**src/rtl/rom_stream_reader.sv**
```systemverilog
// Burst sequencer for a 16x4 registered ROM: issues reads, captures data one cycle
// later into a 2-entry buffer, and streams words out on valid/ready with an XOR checksum.
module rom_stream_reader (
  input  logic       clk,
  input  logic       rst,
  input  logic       start,
  input  logic [3:0] start_addr,
  input  logic [3:0] len_m1,
  output logic       rom_enable,
  output logic [3:0] rom_address,
  input  logic [3:0] rom_data,
  output logic [3:0] out_data,
  output logic       out_valid,
  input  logic       out_ready,
  output logic       busy,
  output logic       done,
  output logic [3:0] checksum,
  output logic [1:0] dbg_state
);

  // Stream handshake: a word transfers in any cycle where out_valid && out_ready;
  // out_valid never drops and out_data never changes until that transfer happens.

  typedef enum logic [1:0] {
    S_IDLE = 2'd0,
    S_RUN  = 2'd1,
    S_DONE = 2'd2
  } state_t;

  state_t     state_q, state_d;
  logic [3:0] addr_q, addr_d;
  logic [4:0] issue_left_q, issue_left_d;
  logic [4:0] deliver_left_q, deliver_left_d;
  logic       inflight_q, inflight_d;
  logic [3:0] buf0_q, buf0_d;
  logic [3:0] buf1_q, buf1_d;
  logic [1:0] count_q, count_d;
  logic [3:0] checksum_q, checksum_d;

  logic       pop;
  logic       issue;
  logic [2:0] occupancy;
  logic [1:0] count_tmp;

  always_comb begin
    state_d        = state_q;
    addr_d         = addr_q;
    issue_left_d   = issue_left_q;
    deliver_left_d = deliver_left_q;
    checksum_d     = checksum_q;
    buf0_d         = buf0_q;
    buf1_d         = buf1_q;
    count_tmp      = count_q;

    busy      = (state_q == S_RUN);
    done      = (state_q == S_DONE);
    dbg_state = state_q;
    out_valid = (count_q != 2'd0);
    out_data  = buf0_q;
    pop       = out_valid && out_ready;

    // A read in flight counts against the buffer so a full buffer can never overflow.
    occupancy   = {1'b0, count_q} + {2'b00, inflight_q};
    issue       = (state_q == S_RUN) && (issue_left_q != 5'd0) &&
                  ((occupancy < 3'd2) || ((occupancy == 3'd2) && pop));
    rom_enable  = issue;
    rom_address = issue ? addr_q : 4'd0;
    inflight_d  = issue;

    case (state_q)
      S_RUN: begin
        if (issue) begin
          addr_d       = addr_q + 4'd1;
          issue_left_d = issue_left_q - 5'd1;
        end
        if (pop) begin
          checksum_d     = checksum_q ^ buf0_q;
          deliver_left_d = deliver_left_q - 5'd1;
          if (deliver_left_q == 5'd1) state_d = S_DONE;
        end
      end
      default: begin
        state_d = S_IDLE;
        if (start) begin
          state_d        = S_RUN;
          addr_d         = start_addr;
          issue_left_d   = {1'b0, len_m1} + 5'd1;
          deliver_left_d = {1'b0, len_m1} + 5'd1;
          checksum_d     = 4'd0;
        end
      end
    endcase

    // Pop shifts the head out first, then the captured word lands at the new tail.
    if (pop) begin
      buf0_d    = buf1_q;
      count_tmp = count_q - 2'd1;
    end
    if (inflight_q) begin
      if (count_tmp == 2'd0) buf0_d = rom_data;
      else                   buf1_d = rom_data;
      count_tmp = count_tmp + 2'd1;
    end
    count_d = count_tmp;
  end

  always_ff @(posedge clk) begin
    if (rst) begin
      state_q        <= S_IDLE;
      addr_q         <= 4'd0;
      issue_left_q   <= 5'd0;
      deliver_left_q <= 5'd0;
      inflight_q     <= 1'b0;
      buf0_q         <= 4'd0;
      buf1_q         <= 4'd0;
      count_q        <= 2'd0;
      checksum_q     <= 4'd0;
    end else begin
      state_q        <= state_d;
      addr_q         <= addr_d;
      issue_left_q   <= issue_left_d;
      deliver_left_q <= deliver_left_d;
      inflight_q     <= inflight_d;
      buf0_q         <= buf0_d;
      buf1_q         <= buf1_d;
      count_q        <= count_d;
      checksum_q     <= checksum_d;
    end
  end

  assign checksum = checksum_q;

endmodule

```
**config.mk**
```make
export PLATFORM = sky130hd
export DESIGN_NAME = rom_stream_reader
export DESIGN_NICKNAME = d
export VERILOG_FILES = /design/src/rtl/rom_stream_reader.sv
export SDC_FILE = /design/constraint.sdc
export NUM_CORES = 1
export LEC_CHECK = 0
export BUFFER_PORTS_ARGS = -buffer_cell sky130_fd_sc_hd__buf_4
export CAP_MARGIN = 5
export CELL_PAD_IN_SITES_DETAIL_PLACEMENT = 1
export CELL_PAD_IN_SITES_GLOBAL_PLACEMENT = 2
export CORE_MARGIN = 8
export CORE_UTILIZATION = 34
export DETAILED_ROUTE_END_ITERATION = 10
export GPL_TIMING_DRIVEN = 0
export PLACE_DENSITY = 0.84
export SLEW_MARGIN = 20
export SYNTH_ARGS = -nofsm -noshare
export SYNTH_HDL_FRONTEND = slang
export SYNTH_SLANG_ARGS = --single-unit
```
**constraint.sdc**
```tcl
create_clock -name clk -period 3.6 [get_ports clk]
set_clock_uncertainty 0.15 [all_clocks]
set_input_delay 0.72 -clock clk [delete_from_list [all_inputs] [get_ports clk]]
set_output_delay 0.72 -clock clk [all_outputs]
set_load 0.05 [all_outputs]
```
## Word-level counts from Yosys, hierarchy flattened

Cells that the tools add are included.

| storage, ports and cells | value |
|---|---|
| flip-flop bits (word level) | 31 |
| input bits | 16 |

| operators by class | value |
|---|---|
| $lt $le $gt $ge | 1 |
| bitwise operators | 2 |
| mux-type cells | 21 |
| reductions and logical operators | 13 |
| add/subtract/negate cells | 7 |
| equal/unequal tests | 7 |

Operators with widths:

| kind | number |
|---|---|
| $mux 4 | 10 |
| $mux 5 | 5 |
| $mux 2 | 5 |
| $sub 5x1->5 const B | 2 |
| $reduce_and 2->1 | 4 |
| $add 4x1->5 const B | 1 |
| $eq 5x1->1 const B | 1 |
| $reduce_bool 5->1 | 1 |
| $add 4x1->4 const B | 1 |
| $logic_and 1x1->1 | 4 |
| $ne 2x1->1 const B | 2 |
| $reduce_bool 2->1 | 2 |
| $xor 4x4->4 | 1 |
| $add 2x1->3 | 1 |
| $eq 3x2->1 const B | 1 |
| $lt 3x2->1 const B | 1 |
| $add 2x1->2 const B | 1 |
| $eq 2x1->1 const B | 1 |
| $eq 2x2->1 const B | 1 |
| $logic_not 2->1 | 1 |
| $ne 2x2->1 const B | 1 |
| $sub 2x1->2 const B | 1 |
| $logic_or 1x1->1 | 1 |
| $mux 1 | 1 |
| $not 1->1 | 1 |

## Longest topological paths before layout

| depth | value |
|---|---|
| depth after elaboration | 7 |
| gate-level depth with buffers | 11 |
| depth with buffers taken out | 9 |

## Worst setup path after synthesis

Ideal clock, no wire load.

| timing | value |
|---|---|
| path kind | register to output |
| start | register inflight_q |
| end | output port rom_address[0] |
| data arrival time | 2455 ps |
| buffers on the path | 0 |
| stages on the path, launching flop included | 8 |
| setup slack | 275 ps |
| path through | dfxtp_1 > ha_1 > inv_1 > ha_1 > nor3b_2 > a21oi_1 > nor3_2 > and2_1 |

| between the ends | value |
|---|---|
| longest elaborated chain between the ends | 6 |
| elaborated cells on any way between the ends | 7 |

Ends and longest elaborated chain:

| what | line | text |
|---|---|---|
| from (decl) | 34 | `logic inflight_q, inflight_d;` |
| from (signal assigned) | 123 | `inflight_q <= inflight_d;` |
| $add 2x1->3 (*) | 63 | `occupancy = {1'b0, count_q} + {2'b00, inflight_q};` |
| parallel branches: the longest is 2 deep, another holds $lt 3x2->1 | - |  |
| $logic_or 1x1->1 (*) | 65 | `((occupancy < 3'd2) \|\| ((occupancy == 3'd2) && pop));` |
| $logic_and 1x1->1 (*) | 64 | `issue = (state_q == S_RUN) && (issue_left_q != 5'd0) &&` |
| named net rom_enable | 9 | `output logic rom_enable,` |
| $mux 4 (*) | 67 | `rom_address = issue ? addr_q : 4'd0;` |
| to (decl) | 10 | `output logic [3:0] rom_address,` |

Mark *: on every way through the listed nets, which the timed path passes.

## Final worst setup path

| timing | value |
|---|---|
| start | register inflight_q |
| end | output port rom_address[0] |

| between the ends | value |
|---|---|
| longest elaborated chain between the ends | 6 |
| elaborated cells on any way between the ends | 7 |

Ends and longest elaborated chain:

| what | line |
|---|---|
| $add 2x1->3 (*) | 63 |
| parallel branches: the longest is 2 deep, another holds $lt 3x2->1 | - |
| $logic_or 1x1->1 (*) | 65 |
| $logic_and 1x1->1 (*) | 64 |
| $mux 4 (*) | 67 |

Mark *: on every way between the ends.

==> summary.md <==
| Metric | Value |
|---|---|
| Outcome | finished clean |
| Die Footprint | 7800 sq um |
| Critical path fanouts, max | 7 |
| Critical path class | flip-flop to output port |
| Met2 usage | 24.71% |
| Nets | 283 |
| Critical Path Source Type | flip-flop |
| Core Util, Final | 43.81% |
| Port Buffers | 32 |
| Filler Cells Inserted | 647 |
| Core Region | 5075 sq um |
| First-pass DRT Iterations | 4 |
| Max Fclk | 0.3175 GHz |
| Worst-path cell chain | ha_1 > inv_1 > ha_1 > nor3b_2 > a21oi_1 > nor3_2 > and2_1 > buf_4 |
| Met3 usage | 3.528% |
| Die Wd | 88.32 microns |
| Post-Syn Area | 1778 sq um |
| Sequential share of the synthesized area | 34.90% |
| Most frequent CP cell | ha_1 |
| Wire per inst | 16.05 microns |
| Worst slew margin | 61.71% |
| Multi-input logic area | 1066 sq um |
| Clock root cell | clkbuf_8 |
| Worst slew pin tran | 0.5744 ns |
| CP bufs+invs | 2 |
| Antenna violations before repair | 0 |
| Commonest non-fill, non-tap cells in the layout | buf_4 (33), nand2_1 (32), dfxtp_1 (31) |
| Synthesized instance count | 218 |
| Sink Count | 31 |
| Diodes inserted | 0 |
| Total track usage | 14.74% |
| Dominant synthesized flop cell | dfxtp_1 |
| Share of post-route cells with drive strength above 1 | 22.09% |
| Clk Latency, worst-skew pair | 0.29 ns |
| Detailed router's first-iteration violation count | 44 |
| Synth-to-layout area growth | 25.05% |
| Crit path required time | 2.73 ns |
| Post-synthesis register bit count | 31 |
| Syn nets | 244 |
| Pleak | 0.9028 nW |
| Busiest grt layer | met2 |
| Min Tclk post-route | 3.149 ns |
| Pins Over Slew Limit | 0 |
| DR vias/cell | 5.213 |
| Place WS | 0.7330 ns |
| Post-synth EDFFs | 0 |
| Largest net degree at the start of global routing | 11 |
| Worst EP arrival | 2.28 ns |
| Crit-path max cell delay | 0.44 ns |
| Min-delay worst type | flip-flop to flip-flop |
| I/O pins | 34 |
| Vias | 1710 |
| CP delay by family, top | simple AND/OR/NAND/NOR gates |
| Met1 global-route usage | 18.04% |
| Tcrit/Tclk final | 87.48% |
| Post-DP HPWL | 4.015 mm |
| Final hold slack | 0.3173 ns |
| Max Cap Viol | 0 |
| Vias in the first global route | 1824 |
| Sum of negative setup slack | 0 ns |
| First-pass GRT wire length | 8.990 mm |
| Synthesis Warnings | 0 |
| Num CTS Buffers | 5 |
| RSZ-0062 raised after global routing | no |
| Tot Pwr | 0.001330 W |
| Die height | 88.32 microns |
| Post-route ant nets | 0 |
| Peak VDD IR | 239.5 uV |
| Hold buffer count at CTS | 0 |
| Ys async rst share | 0% |
| Most common cell after layout, fill and taps aside | buf_4 |
| DR DRC count | 0 |
| Setup crit end kind | output port |
| Clk slew on worst S/H paths | 0.07 ns |
| Final WL | 5.265 mm |
| Hold violation count in the final report | 0 |
| Synth cell types | 45 |
| Post_cts resized | 0 |
| Post-CTS setup buffer count | 0 |
| Row cnt | 26 |
| Sequential cell area | 620.6 sq um |
| PwrDens | 598.3 nW/um^2 |
| Grt total ovfl | 0 |
| H-Tree Depth | 2 |
| PnR worst setup slack | 0.4506 ns |
| Avg Cell Area, Syn | 8.156 sq um |
| Setup violators final | 0 |
| CTS tree | built |
| CTS Buffer Depth | 2 |
| Initial Util | 35.03% |
| Slowest stage cell, crit path | dfxtp_1 |
| Routability cong. | 0.8030 |
==> layer usage <==
metal	vias up	routed length (microns)
met5	-	0
met4	0	70
met3	6	234
met2	33	2466
met1	814	2493
li1	857	-
==> tightest hold or removal path: cells and delay by family (launching register included) <==
| family | cells | cell delay (ns) |
|---|---|---|
| flip-flops | 1 | 0.32 |
| AND/OR/NAND/NOR | 1 | 0.06 |
| AO/OA/AOI/OAI | 1 | 0.05 |
==> worst paths after layout <==
path / start / endpoint / cells past startpoint / slack [ns]
worst max-delay path: inflight_q / rom_address[0] / 8 / 0.45
worst min register to register: deliver_left_q[1] / deliver_left_q[1] / 2 / 0.32
worst min-delay path: deliver_left_q[1] / deliver_left_q[1] / 2 / 0.32
worst max register to register: count_q[1] / buf1_q[1] / 11 / 1.15
==> flip-flops by register name, indices dropped and copies added, names as in the netlist <==
| register | cells |
|---|---|
| out_data | 4 |
| inflight_q | 1 |
| dbg_state | 2 |
| checksum | 4 |
| deliver_left_q | 5 |
| issue_left_q | 5 |
| count_q | 2 |
| addr_q | 4 |
| buf1_q | 4 |
==> synth_stat cells (2+ instances only) <==
cell type,instances,share of area (%)
a211oi_2,2,1.4
a21o_1,3,1.3
xnor2_1,2,0.99
clkbuf_1,4,0.84
or3b_4,2,1.3
nand3_1,7,2.0
a211oi_1,2,0.84
buf_2,5,1.4
o31ai_1,2,0.84
dfxtp_1,31,35
a311oi_1,10,4.9
nor2b_1,2,0.70
inv_1,10,2.1
ha_1,10,7.0
o21ai_0,2,0.56
nand2_1,32,6.8
o21ai_1,5,1.4
and2_1,6,2.1
nand2b_1,3,1.1
or3_1,2,0.70
a21oi_1,18,5.1
nor2_1,17,3.6
o32ai_1,3,1.5
nor3_1,10,2.8
and3_1,3,1.1
mux2i_1,5,2.8
nor4_1,2,0.70
==> power breakdown <==
group | switching, W | internal, W | leakage, nW
combinational | 0.000337 | 0.000199 | 0.588
sequential | 0.0000414 | 0.000389 | 0.253
clock | 0.000139 | 0.000224 | 0.0612
==> cell families after synthesis <==
| kind of cell | count (synthesis) | share of synthesized area, % |
|---|---|---|
| multiplexers | 5 | 2.815 |
| AND/OR/NAND/NOR | 95 | 27.16 |
| buffers and inverters | 21 | 5.137 |
| XOR/XNOR | 2 | 0.9854 |
| adder cells (fa/ha/maj) | 10 | 7.037 |
| AO/OA/AOI/OAI | 54 | 21.96 |
| flip-flops | 31 | 34.91 |
==> through the flow <==
step | instances | instance area [sq um]
finish | 328 | 2223
global route | 328 | 2223
CTS | 328 | 2223
detailed placement | 320 | 2106
global placement | 320 | 2106
floorplan | 218 | 1778
==> final cells by class <==
| cell class | count | area share (%) |
|---|---|---|
| clock inverter | 2 | 1.576 |
| multi-input combinational | 166 | 47.95 |
| sequential | 31 | 27.91 |
| timing repair buffer | 32 | 10.80 |
| clock buffer | 6 | 3.714 |
| tap | 70 | 3.939 |
| inverter | 11 | 1.970 |
| buffer | 10 | 2.138 |
(Power assumes the default switching activity.)
